**src/rtl/ysyx_25070198_fetch_if.sv**
```systemverilog
// ysyx_25070198_fetch_if: instruction-memory read channel, decode channel and commit channel of the fetch unit
interface ysyx_25070198_fetch_if;
    logic [31:0] araddr;
    logic        arvalid;
    logic        arready;
    logic [31:0] rdata;
    logic [1:0]  rresp;
    logic        rvalid;
    logic        rready;
    logic        out_valid;
    logic        out_ready;
    logic [31:0] out_inst;
    logic [31:0] out_pc;
    logic        out_err;
    logic        commit_valid;
    logic [31:0] commit_npc;
    logic        halt;
    logic [31:0] fetch_cnt;

    modport master (
        output araddr, arvalid, rready, out_valid, out_inst, out_pc, out_err, fetch_cnt,
        input  arready, rdata, rresp, rvalid, out_ready, commit_valid, commit_npc, halt
    );

    modport slave (
        input  araddr, arvalid, rready, out_valid, out_inst, out_pc, out_err, fetch_cnt,
        output arready, rdata, rresp, rvalid, out_ready, commit_valid, commit_npc, halt
    );
endinterface

```
**src/rtl/ysyx_25070198_fetch.sv**
```systemverilog
// ysyx_25070198_fetch: non-speculative multi-cycle RV32E fetch unit; access-fault reporting enabled by YSYX_25070198_FETCH_ACCESS_FAULT_EN
module ysyx_25070198_fetch #(
    parameter logic [31:0] RESET_PC = 32'h8000_0000
) (
    input logic                   clk,
    input logic                   rst,
    ysyx_25070198_fetch_if.master bus
);
    typedef enum logic [2:0] {IDLE, REQ, WAIT, OUT, COMMIT, HALT} state_t;

    state_t      state, next;
    logic [31:0] pc, inst, inst_pc, cnt, inst_in;
    logic        err, r_hs, o_hs, c_hs;

    assign r_hs = state == WAIT && bus.rvalid;
    assign o_hs = state == OUT && bus.out_ready;
    assign c_hs = state == COMMIT && bus.commit_valid;

    // state register, synchronous active-low reset back to IDLE
    always_ff @(posedge clk) begin
        state <= !rst ? IDLE : next;
    end

    // next state: each state waits for its own handshake only
    always_comb begin
        next = state;
        case (state)
            IDLE:    next = REQ;
            REQ:     next = bus.arready ? WAIT : REQ;
            WAIT:    next = bus.rvalid ? OUT : WAIT;
            OUT:     next = bus.out_ready ? COMMIT : OUT;
            COMMIT:  next = bus.commit_valid ? (bus.halt ? HALT : REQ) : COMMIT;
            HALT:    next = HALT;
            default: next = IDLE;
        endcase
    end

    // PC, latched instruction and handshake counter
    always_ff @(posedge clk) begin
        if (!rst) begin
            pc      <= RESET_PC;
            inst    <= 32'h0;
            inst_pc <= RESET_PC;
            cnt     <= 32'h0;
        end else begin
            if (r_hs) begin
                inst    <= inst_in;
                inst_pc <= pc;
            end
            if (o_hs) cnt <= cnt + 32'd1;
            if (c_hs && !bus.halt) pc <= {bus.commit_npc[31:2], 2'b00};
        end
    end

`ifdef YSYX_25070198_FETCH_ACCESS_FAULT_EN
    assign inst_in = bus.rresp == 2'b00 ? bus.rdata : 32'h0;

    // fault flag follows the response of the most recent read
    always_ff @(posedge clk) begin
        if (!rst) err <= 1'b0;
        else if (r_hs) err <= bus.rresp != 2'b00;
    end

    logic unused;
    assign unused = ^bus.commit_npc[1:0];
`else
    assign inst_in = bus.rdata;
    assign err     = 1'b0;

    logic unused;
    assign unused = ^{bus.rresp, bus.commit_npc[1:0]};
`endif

    assign bus.araddr    = pc;
    assign bus.arvalid   = state == REQ;
    assign bus.rready    = state == WAIT;
    assign bus.out_valid = state == OUT;
    assign bus.out_inst  = inst;
    assign bus.out_pc    = inst_pc;
    assign bus.out_err   = err;
    assign bus.fetch_cnt = cnt;
endmodule

```
**src/flat_wrapper.sv**
```systemverilog
// flat-port wrapper written by rule: the top's interface ports become plain ports
module ysyx_25070198_fetch_flat 
#(
    parameter logic [31:0] RESET_PC = 32'h8000_0000
)
  (clk, rst, bus_araddr, bus_arvalid, bus_rready, bus_out_valid, bus_out_inst, bus_out_pc, bus_out_err, bus_fetch_cnt, bus_arready, bus_rdata, bus_rresp, bus_rvalid, bus_out_ready, bus_commit_valid, bus_commit_npc, bus_halt);
  ysyx_25070198_fetch_if bus_i ();
  input logic clk;
  input logic rst;
  output wire logic [$bits(bus_i.araddr)-1:0] bus_araddr;
  output wire logic [$bits(bus_i.arvalid)-1:0] bus_arvalid;
  output wire logic [$bits(bus_i.rready)-1:0] bus_rready;
  output wire logic [$bits(bus_i.out_valid)-1:0] bus_out_valid;
  output wire logic [$bits(bus_i.out_inst)-1:0] bus_out_inst;
  output wire logic [$bits(bus_i.out_pc)-1:0] bus_out_pc;
  output wire logic [$bits(bus_i.out_err)-1:0] bus_out_err;
  output wire logic [$bits(bus_i.fetch_cnt)-1:0] bus_fetch_cnt;
  input wire logic [$bits(bus_i.arready)-1:0] bus_arready;
  input wire logic [$bits(bus_i.rdata)-1:0] bus_rdata;
  input wire logic [$bits(bus_i.rresp)-1:0] bus_rresp;
  input wire logic [$bits(bus_i.rvalid)-1:0] bus_rvalid;
  input wire logic [$bits(bus_i.out_ready)-1:0] bus_out_ready;
  input wire logic [$bits(bus_i.commit_valid)-1:0] bus_commit_valid;
  input wire logic [$bits(bus_i.commit_npc)-1:0] bus_commit_npc;
  input wire logic [$bits(bus_i.halt)-1:0] bus_halt;
  assign bus_araddr = bus_i.araddr;
  assign bus_arvalid = bus_i.arvalid;
  assign bus_rready = bus_i.rready;
  assign bus_out_valid = bus_i.out_valid;
  assign bus_out_inst = bus_i.out_inst;
  assign bus_out_pc = bus_i.out_pc;
  assign bus_out_err = bus_i.out_err;
  assign bus_fetch_cnt = bus_i.fetch_cnt;
  assign bus_i.arready = bus_arready;
  assign bus_i.rdata = bus_rdata;
  assign bus_i.rresp = bus_rresp;
  assign bus_i.rvalid = bus_rvalid;
  assign bus_i.out_ready = bus_out_ready;
  assign bus_i.commit_valid = bus_commit_valid;
  assign bus_i.commit_npc = bus_commit_npc;
  assign bus_i.halt = bus_halt;
  ysyx_25070198_fetch #(.RESET_PC(RESET_PC)) u_core (.clk(clk), .rst(rst), .bus(bus_i));
endmodule
```
**config.mk**
```make
export PLATFORM = sky130hd
export DESIGN_NAME = ysyx_25070198_fetch_flat
export DESIGN_NICKNAME = d
export VERILOG_FILES = /design/src/rtl/ysyx_25070198_fetch_if.sv /design/src/rtl/ysyx_25070198_fetch.sv /design/src/flat_wrapper.sv
export SDC_FILE = /design/constraint.sdc
export NUM_CORES = 1
export LEC_CHECK = 0
export CAP_MARGIN = 15
export CORE_ASPECT_RATIO = 0.7
export CORE_MARGIN = 4
export CORE_UTILIZATION = 43
export DETAILED_ROUTE_END_ITERATION = 6
export PLACE_DENSITY_LB_ADDON = 0.12
export SETUP_SLACK_MARGIN = 0.4
export SYNTH_ARGS = -nofsm -noshare
export SYNTH_HDL_FRONTEND = slang
export SYNTH_SLANG_ARGS = --single-unit
```
**constraint.sdc**
```tcl
create_clock -name clk -period 2.5 [get_ports clk]
set_input_delay 0.375 -clock clk [delete_from_list [all_inputs] [get_ports clk]]
set_output_delay 0.375 -clock clk [all_outputs]
set_load 0.02 [all_outputs]
```
* Word-level counts from Yosys, hierarchy flattened
Cells that the tools add are included.
Word-level totals: bits in registers 127, input bits 73, output and inout bits 132, logic and storage cells 23
Operators by class: add/subtract/negate cells 1, eq/ne operators 5, muxes and demuxes 6, reductions and logical operators 6
Operator list (number):
- adder 32 x 1 -> 32 bit, second input constant | 1
- case mux 3 bit (6 select lines) | 1
- 2-to-1 mux 3 bit | 3
- == test 3 x 2 -> 1 bit, second input constant | 2
- == test 3 bit, second input constant | 2
- logical AND 1 bit | 4
- == test 3 x 1 -> 1 bit, second input constant | 1
- logical NOT 3 bit | 1
- 2-to-1 mux 2 bit | 1
- logical NOT 1 bit | 1
- 2-to-1 mux 1 bit | 1

* Depth between registers and ports, before layout
Gate-level depths: netlist (run 1).
word-level depth 3, mapped depth 7, depth with buffers taken out 5

* Worst setup path before layout (run 1)
No wires, ideal clock.
kind flip-flop to flip-flop, start reg u_core.state[1], end reg u_core.inst_pc[10] (netlist: u_core.bus.out_pc[10]), setup time 70 ps, arrival 2000 ps, data required time 2430 ps, slack 430 ps, stages on the path, launching flop included 8, buffers on the path 3, clock period less this slack 2070 ps, cell sequence dfxtp_1 > buf_2 > nor3b_1 > and2_1 > clkbuf_1 > clkbuf_1 > nand2_1 > a21oi_1
On the way: longest elaborated chain between the ends 2
Ends and longest elaborated chain:
- start, declared | RTL line ysyx_25070198_fetch.sv:11 | state_t state, next;
- start signal, assigned | RTL line ysyx_25070198_fetch.sv:21 | state <= !rst ? IDLE : next;
- == test 3 x 2 -> 1 bit
- via bus_rready | RTL line flat_wrapper.sv:12 | output wire logic [$bits(bus_i.rready)-1:0] bus_rready;
- logical AND 1 bit | RTL line ysyx_25070198_fetch.sv:15 | assign r_hs = state == WAIT && bus.rvalid;
- end signal, assigned | RTL line ysyx_25070198_fetch.sv:48 | inst_pc <= pc;
- end, declared | RTL line ysyx_25070198_fetch.sv:12 | logic [31:0] pc, inst, inst_pc, cnt, inst_in;
The timed path passes the listed nets, and every way through them passes these cells. A chain may end at the register's enable or synchronous reset.

* Final worst setup path (run 1)
start reg u_core.cnt[5] (netlist: u_core.bus.fetch_cnt[5]), end reg u_core.cnt[16] (netlist: u_core.bus.fetch_cnt[16])
On the way: longest elaborated chain between the ends 1
Ends and longest elaborated chain:
- start, declared | RTL line ysyx_25070198_fetch.sv:12
- start signal, assigned | RTL line ysyx_25070198_fetch.sv:50 | if (o_hs) cnt <= cnt + 32'd1;
- adder 32 x 1 -> 32 bit | RTL line ysyx_25070198_fetch.sv:50
No other way between the ends.

==> results of run 1 <==
synthesized netlist by cell type (2+ instances only):
cell / count / area, µm²
sky130_fd_sc_hd__buf_4: 5 / 37.5
sky130_fd_sc_hd__or2_2: 3 / 18.8
sky130_fd_sc_hd__o21ai_0: 3 / 15.0
sky130_fd_sc_hd__clkbuf_1: 37 / 139
sky130_fd_sc_hd__nor4_1: 8 / 50.1
sky130_fd_sc_hd__nand3_1: 14 / 70.1
sky130_fd_sc_hd__nor2_1: 17 / 63.8
sky130_fd_sc_hd__or4_1: 3 / 22.5
sky130_fd_sc_hd__mux2i_1: 12 / 120
sky130_fd_sc_hd__nand2b_1: 14 / 87.6
sky130_fd_sc_hd__xnor2_1: 9 / 78.8
sky130_fd_sc_hd__nor3b_1: 2 / 15.0
sky130_fd_sc_hd__and3_1: 2 / 12.5
sky130_fd_sc_hd__inv_1: 6 / 22.5
sky130_fd_sc_hd__o31ai_1: 4 / 30.0
sky130_fd_sc_hd__nand3b_1: 3 / 22.5
sky130_fd_sc_hd__dfxtp_1: 127 / 2540
sky130_fd_sc_hd__xor2_1: 2 / 17.5
sky130_fd_sc_hd__nand2_1: 210 / 788
sky130_fd_sc_hd__nand4_1: 11 / 68.8
sky130_fd_sc_hd__a21oi_1: 101 / 505
sky130_fd_sc_hd__buf_2: 2 / 10.0
sky130_fd_sc_hd__nor3_1: 5 / 25.0
tightest hold or removal path: stages (launching register included):
cell and delay (ns):
sky130_fd_sc_hd__dfxtp_1 0.30, sky130_fd_sc_hd__nand2_1 0.05, sky130_fd_sc_hd__a21oi_1 0.05
worst max-delay path by stage:
stage	slack, ns	start	endpoint	cells after the start
global placement	0.27	bus_out_ready	u_core.bus.fetch_cnt[18]$_SDFFE_PN0P_	6
finish	0.49	u_core.bus.fetch_cnt[5]$_SDFFE_PN0P_	u_core.bus.fetch_cnt[16]$_SDFFE_PN0P_	4
detailed placement	0.22	bus_out_ready	u_core.bus.fetch_cnt[16]$_SDFFE_PN0P_	6
floorplan	0.43	u_core.state[1]$_SDFF_PN0_	u_core.bus.out_pc[10]$_SDFFE_PN0P_	7
CTS	0.25	u_core.state[1]$_SDFF_PN0_	bus_rready	3
global route	0.41	u_core.bus.fetch_cnt[5]$_SDFFE_PN0P_	u_core.bus.fetch_cnt[18]$_SDFFE_PN0P_	4
per-stage QoR:
stage          cell area [µm²]  hold slack (ns)  cells  utilization, %
2_1_floorplan             4950            0.499    623               -
3_3_place_gp              7040            0.441    939            63.3
3_5_place_dp              7040            0.446    939            63.3
4_1_cts                   7640            0.455    969            68.6
5_1_grt                   7670            0.471    972            68.9
6_report                  7670            0.452    972            68.9
power by group through the flow:
stage | sequential, mW | clock (mW) | combinational (mW)
4_1_cts | 2.06 | 2.51 | 0.296
2_1_floorplan | 2.11 | 0 | 0.111
3_3_place_gp | 2.10 | 0 | 0.293
6_report | 2.06 | 2.47 | 0.295
5_1_grt | 2.07 | 2.61 | 0.316
3_5_place_dp | 2.10 | 0 | 0.295
cell type report:
class                      instances  area [µm²]
clock buffer                      24         482
clock inverter                     6         108
fill                             909        3460
inverter                           7        27.5
multi-input combinational        444        2210
sequential                       127        2550
tap                              153         191
timing repair buffer             211        2110
logic make-up after synthesis:
family | after synthesis | share of synthesized area, %
flip-flops | 127 | 51.5
AO/OA/AOI/OAI | 113 | 11.9
multiplexers | 12 | 2.43
AND/OR/NAND/NOR | 302 | 27.3
other | 1 | 0.0760
adder cells (fa/ha/maj) | 1 | 0.254
XOR/XNOR | 11 | 1.95
buffers and inverters | 52 | 4.54
metal layers:
metal / vias up / GRT usage (%)
met4: 0 / 5.50
li1: 2421 / -
met5: - / 0
met1: 2271 / 25.9
met2: 148 / 35.9
met3: 10 / 9.52
flip-flops by register name (all words and copies together), names as in the netlist:
register / count
u_core.state: 3
u_core.bus.araddr: 30
u_core.bus.out_inst: 32
u_core.bus.fetch_cnt: 32
u_core.bus.out_pc: 30
repair_timing:
item / 4_1_cts / 5_1_grt
cloned: 0 / 0
setup endpoints to repair: 3 / 4
endpoints found under the hold margin: 0 / 0
setup buffers: 0 / 3
gates resized for setup: 5 / 4
pin swaps: 0 / 2
==> impl_metrics.toml, run 1 <==
[power]
design_power_total_mw = 4.83
p_sw_share_pct = 20.6
internal-power_mw = 3.83
comb_power_share_pct = 6.1
static-leakage-power_nw = 2.67
seqPwrFrac_pct = 42.7
cellPowerDensity_mw_per_mm2 = 630
p_clk_share_pct = 51.2
switchingPower_uw = 995
worst_ir_drop_vdd_mv = 0.538

[sta]
post-route-min-period_ns = 2.01
achievable-frequency_ghz = 0.496
slew_headroom_pct = 54.5
timing_hold_violations_final = 0
timing_worst_slew_pin_value_ns = 0.682
clock-skew-final_ns = 0.00739
setup_viol = 0
setup-tns-final_ns = 0
max_slew_violations = 0
fin_ws_ns = 0.485
share_of_the_cycle_needed_by_the_critical_path_after_routing_pct = 80.6
rsz0062_at_grt = "no"

[cts]
cts.clk_slew.worst_paths_ns = 0.05
insertion_delay_ns = 0.40
clock_sink_count = 127
cts_hold_buf = 0
numCtsBuffers = 17
cts-htree-levels = 4
cts.root.buffer_cell = "sky130_fd_sc_hd__clkbuf_16"
cts-root-to-sink-buffers = 2
tritoncts = "yes"

[worst_setup_path]
worstPathMaxFanout = 10
worstSetupPathType = "reg2reg"
setup_slack_of_the_worst_register_to_register_path_ns = 0.49
crit_path_cell_trace = "nand4_4, or4_4, or4_1, a21oi_1"
timing.critical_path.buf_inv = 0
rr_startpoint = "u_core.bus.fetch_cnt[5]$_SDFFE_PN0P_"
critical-path-slowest-cell = "sky130_fd_sc_hd__or4_4"
critical_path.endpoint_type = "register"
cp_data_arrival_time_ns = 2.33
kind_of_cell_adding_the_most_delay_to_the_critical_path = "simple AND/OR/NAND/NOR gates"
worstSetupStartpointType = "register"
crit_required_ns = 2.82
r2r_end = "u_core.bus.fetch_cnt[16]$_SDFFE_PN0P_"
timing.critical_path.slowest_cell_delay_ns = 0.62
worst_case_reg_to_reg_path_depth = 4

[min_path]
worst_hold_path_type = "reg2reg"
min_from = "u_core.bus.out_pc[17]$_SDFFE_PN0P_"
worstHoldPathCells = 2
min_to = "u_core.bus.out_pc[17]$_SDFFE_PN0P_"

[detailed_routing]
vias = 4850
met2_length_um = 6920
detailroute.wirelength.met3_um = 1310
ant_nets = 0
drt-pass1-iter-count = 4
highest_layer = "met4"
via_per_inst = 4.99
routed_wirelength_um = 14800
drtIter0Drc = 188
m1WireLength_um = 6420
post_drt_wl_per_cell_um = 15.2
remaining_drc_errors = 0

[finish]
num-nets-final = 882
syn_to_final_growth_pct = 55.5
mostFrequentLayoutCell = "sky130_fd_sc_hd__nand2_1"
drive_gt1_share_pct = 7.33
num_antenna_cells = 0
most-common-layout-cells = "sky130_fd_sc_hd__nand2_1, sky130_fd_sc_hd__clkdlybuf4s50_1, sky130_fd_sc_hd__dfxtp_1"

[floorplan]
dieHeight_um = 97.6
die_area_mm2 = 0.0133
placementRows = 32
floorplan.core_area_mm2 = 0.0111
die_width_um = 136
design.portCount = 205
initial_utilization_pct = 44.3

[logic_synthesis]
post_synth.cell_area_avg_um2 = 7.97
synth.yosys.seq_area_share_pct = 51.5
yosys.cell_types.count = 42
async_flop_share_pct = 0
synth.ff_latch_count = 127
ys_warn_count = 0
synth_ff_type = "sky130_fd_sc_hd__dfxtp_1"
number_of_synthesized_flops_with_an_enable_pin = 0
postSynthCellCount = 619
cell_area_after_synthesis_mm2 = 0.00493

[global_route]
number_of_antenna_violations_at_the_first_check_in_global_routing = 0
grt_pass1_vias = 4724
pin_count_of_the_biggest_net_entering_global_routing = 63
grtUsageTotal_pct = 21.8
first_pass_grt_wire_length_um = 23300
grt-ovfl-total = 0

[placement]
routabilityCongestion = 0.825
place.detailed.hpwl_um = 10000
portBuffers = 195
dp_slack_ns = 0.221

[outcome]
status = "complete, no violations"

[flow_run]
max-cap-violations = 0
Note: power is estimated with default switching activity, not from simulation.
==> run 2, diff against run 1 <==
CORE_UTILIZATION = 39   (was 43)
clock period = 1.7 ns   (was 2.5 ns; I/O delays follow)
==> impl_metrics.toml, run 2 (synthesis results as in run 1) <==
[placement]
numPlacedInstances = 972
routabilityCongestion = 0.814
place.detailed.hpwl_um = 10500
dp_slack_ns = -0.319
portBuffers = 195
placement.cell_area_mm2 = 0.00740

[worst_setup_path]
rr_startpoint = "u_core.bus.fetch_cnt[6]$_SDFFE_PN0P_"
setup_slack_of_the_worst_register_to_register_path_ns = 0.005
worstSetupEndpoint = "u_core.bus.fetch_cnt[17]$_SDFFE_PN0P_"
critical_path.endpoint_type = "register"
worstSetupStartpointType = "register"
crit_required_ns = 2.03
r2r_end = "u_core.bus.fetch_cnt[17]$_SDFFE_PN0P_"
startpoint = "u_core.bus.fetch_cnt[6]$_SDFFE_PN0P_"
critical-path-slowest-cell = "sky130_fd_sc_hd__or4_4"
timing.critical_path.slowest_cell_delay_ns = 0.54
worst_case_reg_to_reg_path_depth = 4
worstPathMaxFanout = 5
worstSetupPathType = "reg2reg"
cp_data_arrival_time_ns = 2.03
crit_path_cell_trace = "nand4_4, or4_4, or4_1, a21oi_1"

[finish]
most-common-layout-cells = "sky130_fd_sc_hd__nand2_1, sky130_fd_sc_hd__a21oi_2, sky130_fd_sc_hd__dfxtp_1"
nFillCells = 797
drive_gt1_share_pct = 57.2
num_antenna_cells = 0
syn_to_final_growth_pct = 92.3
final_util_pct = 76.6
mostFrequentLayoutCell = "sky130_fd_sc_hd__nand2_1"
finish.cell_count_without_fillers = 1040
num-nets-final = 939
finish.instance_area_mm2 = 0.00949

[detailed_routing]
post_drt_wl_per_cell_um = 18.4
via_per_inst = 5.25
vias = 5463
remaining_drc_errors = 0
ant_nets = 0
drtIter0Drc = 199
drt-pass1-iter-count = 4
routed_wirelength_um = 19200

[floorplan]
die_width_um = 142
placementRows = 34
initial_utilization_pct = 39.9
die_area_mm2 = 0.0145
dieHeight_um = 102
design.portCount = 205
floorplan.core_area_mm2 = 0.0124

[sta]
post-route-min-period_ns = 1.69
share_of_the_cycle_needed_by_the_critical_path_after_routing_pct = 99.7
setup-tns-final_ns = 0
fin_ws_ns = 0.00529
setup_viol = 0
clock-skew-final_ns = 0.00805
rsz0062_at_grt = "yes"
achievable-frequency_ghz = 0.590
timing_hold_violations_final = 0
max_slew_violations = 0
hold-worst-slack_ns = 0.408

[global_route]
first_pass_grt_wire_length_um = 24100
pin_count_of_the_biggest_net_entering_global_routing = 42
grt_pass1_vias = 4825
grt-ovfl-total = 0
grtUsageTotal_pct = 20.8
number_of_antenna_violations_at_the_first_check_in_global_routing = 0

[power]
static-leakage-power_nw = 4.41
worst_ir_drop_vdd_mv = 0.797
cellPowerDensity_mw_per_mm2 = 822
design_power_total_mw = 7.80

[cts]
cts-htree-levels = 4
numCtsBuffers = 17
cts-root-to-sink-buffers = 2
cts_hold_buf = 0
clock_sink_count = 127
cts.clk_slew.worst_paths_ns = 0.06
insertion_delay_ns = 0.41
tritoncts = "yes"
cts.root.buffer_cell = "sky130_fd_sc_hd__clkbuf_16"

[outcome]
status = "complete, no violations"

[min_path]
worst_hold_path_type = "in2reg"

[flow_run]
max-cap-violations = 0
## run 2: layout make-up
type | instances | area (µm²) | share of cell area, %
Clock buffer | 20 | 468 | 4.93
Multi-Input combinational cell | 449 | 3500 | 36.9
Sequential cell | 127 | 2630 | 27.7
Tap cell | 162 | 203 | 2.14
Inverter | 7 | 27.5 | 0.290
Clock inverter | 12 | 205 | 2.16
Timing Repair Buffer | 263 | 2450 | 25.8
## run 2: worst max-delay path: cells and delay by family (launching register included)
kind / cells / cell delay, ns
simple gates: 3 / 1.15
compound gates: 1 / 0.12
flops: 1 / 0.36
## run 2: how the worst min path moves through the flow
stage	start	to	slack, ns	cells past startpoint
global route	bus_commit_npc[14]	u_core.bus.araddr[14]$_SDFFE_PN0P_	0.40	3
finish	bus_commit_npc[14]	u_core.bus.araddr[14]$_SDFFE_PN0P_	0.41	3
floorplan	bus_commit_npc[31]	u_core.bus.araddr[31]$_SDFFE_PN1P_	0.38	2
CTS	bus_rdata[11]	u_core.bus.out_inst[11]$_SDFFE_PN0P_	0.39	3
global placement	u_core.bus.out_pc[14]$_SDFFE_PN0P_	u_core.bus.out_pc[14]$_SDFFE_PN0P_	0.44	2
detailed placement	u_core.bus.out_pc[23]$_SDFFE_PN0P_	u_core.bus.out_pc[23]$_SDFFE_PN0P_	0.45	2
## run 2: what timing repair did
action	4_1_cts	5_1_grt
buffers inserted	5	14
resized for setup	456	421
endpoints found under the hold margin	0	0
endpoints found under the setup margin	248	178
gates cloned	2	15
pin swaps	5	183
## run 2: where the power goes
part           total [mW]  internal, mW  leakage [nW]  switching [mW]
registers            3.01          2.99          1.05          0.0264
clock network        4.12          2.74         0.322            1.38
logic               0.660         0.313          3.04           0.348
## run 2: metal layers
metal | share of wire (%) | global-route usage (%) | wire length, µm | up-vias
li1 | - | - | - | 2558
met1 | 43 | 26.2 | 8160 | 2667
met2 | 47 | 32.7 | 9050 | 204
met3 | 8.1 | 8.23 | 1550 | 34
met4 | 2.2 | 7.30 | 422 | 0
met5 | 0 | 0 | 0 | -
==> run 3, diff against run 2 <==
SETUP_SLACK_MARGIN = 0.3   (was 0.4)
==> impl_metrics.toml, run 3 (synthesis results as in run 1) <==
[detailed_routing]
drtIter0Drc = 185
remaining_drc_errors = 0
detailroute.wirelength.met3_um = 1570
m1WireLength_um = 8400
post_drt_wl_per_cell_um = 19.6
vias = 5602
highest_layer = "met4"
routed_wirelength_um = 20800
met2_length_um = 10500
drt-pass1-iter-count = 5
ant_nets = 0
via_per_inst = 5.26

[placement]
placement.cell_area_mm2 = 0.00746
routabilityCongestion = 0.830
portBuffers = 195
dp_slack_ns = -0.283
place.detailed.hpwl_um = 10800

[floorplan]
die_width_um = 142
die_area_mm2 = 0.0145
placementRows = 34
dieHeight_um = 102
design.portCount = 205
initial_utilization_pct = 39.9
floorplan.core_area_mm2 = 0.0124

[min_path]
min_from = "bus_commit_npc[27]"
worst_hold_path_type = "in2reg"

[global_route]
pin_count_of_the_biggest_net_entering_global_routing = 40
first_pass_grt_wire_length_um = 28600
grt-ovfl-total = 0
grt_pass1_vias = 5520
number_of_antenna_violations_at_the_first_check_in_global_routing = 1
grtUsageTotal_pct = 25.1

[sta]
achievable-frequency_ghz = 0.554
timing_hold_violations_final = 0
share_of_the_cycle_needed_by_the_critical_path_after_routing_pct = 106
max_slew_violations = 0
setup_viol = 5
slew_headroom_pct = 62.7
clock-skew-final_ns = 0.00765
post-route-min-period_ns = 1.81
setup-tns-final_ns = -0.227
rsz0062_at_grt = "yes"
timing_worst_slew_pin_value_ns = 0.560
fin_ws_ns = -0.106

[power]
cellPowerDensity_mw_per_mm2 = 721
worst_ir_drop_vdd_mv = 0.722
static-leakage-power_nw = 4.85

[cts]
cts-root-to-sink-buffers = 2
cts.clk_slew.worst_paths_ns = 0.06
insertion_delay_ns = 0.41
clock_sink_count = 127
numCtsBuffers = 17
tritoncts = "yes"
cts-htree-levels = 4
cts.root.buffer_cell = "sky130_fd_sc_hd__clkbuf_16"
cts_hold_buf = 0

[finish]
drive_gt1_share_pct = 49.4
final_util_pct = 81.1
most-common-layout-cells = "sky130_fd_sc_hd__nand2_1, sky130_fd_sc_hd__dfxtp_1, sky130_fd_sc_hd__nand2_4"
num-nets-final = 964
syn_to_final_growth_pct = 104
nFillCells = 728
mostFrequentLayoutCell = "sky130_fd_sc_hd__nand2_1"
finish.instance_area_mm2 = 0.0100

[flow_run]
max-cap-violations = 0

[worst_setup_path]
critical-path-slowest-cell = "sky130_fd_sc_hd__or4_4"
timing.critical_path.buf_inv = 1
worstPathMaxFanout = 3
cp_data_arrival_time_ns = 2.15
crit_path_cell_trace = "nand4_1, buf_4, or4_4, or4_4, a21oi_2"
timing.critical_path.slowest_cell_delay_ns = 0.44
most_common_cell_on_crit_path = "sky130_fd_sc_hd__or4_4"
worstSetupStartpointType = "register"
worstSetupPathType = "reg2reg"
kind_of_cell_adding_the_most_delay_to_the_critical_path = "simple AND/OR/NAND/NOR gates"
critical_path.endpoint_type = "register"
rr_startpoint = "u_core.bus.fetch_cnt[10]$_SDFFE_PN0P_"
crit_required_ns = 2.04
startpoint = "u_core.bus.fetch_cnt[10]$_SDFFE_PN0P_"

[outcome]
violations = "setup timing"
status = "finished, violations left"
[run 3: cell types whose count changed in the layout (fill, tap and decap cells not counted), sizes merged]
cell / before / now
bufinv: 5 / 2
clkdlybuf4s15: 31 / 24
or2: 6 / 3
clkbuf: 34 / 57
buf: 149 / 104
and2: 2 / 1
diode: 0 / 1
dlygate4sd2: 1 / 59
clkinv: 5 / 6
inv: 7 / 8
[run 3: timing repair]
action	CTS	global route
setup endpoints to repair	247	170
setup buffers	21	18
pin swaps	152	101
cloned	13	4
resized for setup	484	195
[run 3: stage by stage]
stage	std cells	total power, mW	hold WS [ns]
2_1_floorplan	623	3.29	0.379
3_3_place_gp	977	3.55	0.442
3_5_place_dp	977	3.55	0.448
4_1_cts	1042	7.16	0.394
5_1_grt	1065	7.45	0.422
6_report	1065	7.24	0.420
[run 3: final timing paths]
check | endpoint | slack [ns] | cells after the start
setup / recovery | u_core.bus.fetch_cnt[18]$_SDFFE_PN0P_ | -0.11 | 5
hold / removal | u_core.bus.araddr[27]$_SDFFE_PN0P_ | 0.42 | 3
setup reg to reg | u_core.bus.fetch_cnt[18]$_SDFFE_PN0P_ | -0.11 | 5
hold reg to reg | u_core.bus.out_pc[18]$_SDFFE_PN0P_ | 0.46 | 2
[run 3: final cells by class]
cell class | count | area, µm² | area share (%)
multi-input cells | 445 | 3660 | 36.4
clock inverters | 11 | 116 | 1.16
flip-flops and latches | 127 | 2600 | 25.9
repair buffers | 292 | 3000 | 29.9
clock buffers | 20 | 437 | 4.35
inverters | 7 | 27.5 | 0.274
diodes | 1 | 2.50 | 0.0249
well taps | 162 | 203 | 2.02
[run 3: worst register-to-register path, cell delays in order, from the launching register on]
cell and delay [ns]:
sky130_fd_sc_hd__dfxtp_4 0.34, sky130_fd_sc_hd__nand4_1 0.18, sky130_fd_sc_hd__buf_4 0.19, sky130_fd_sc_hd__or4_4 0.44
sky130_fd_sc_hd__or4_4 0.44, sky130_fd_sc_hd__a21oi_2 0.14
[run 3: layer usage]
metal | GRT usage, % | up-vias
li1 | - | 2615
met1 | 30.1 | 2725
met2 | 42.7 | 222
met3 | 8.79 | 40
met4 | 8.25 | 0
met5 | 0 | -
[run 3: report_power, final]
part           switching (mW)  total, mW  internal [mW]
Sequential             0.0244       3.02           2.99
Clock                    1.35       3.49           2.14
Combinational           0.375      0.741          0.365
Total                    1.75       7.24           5.50
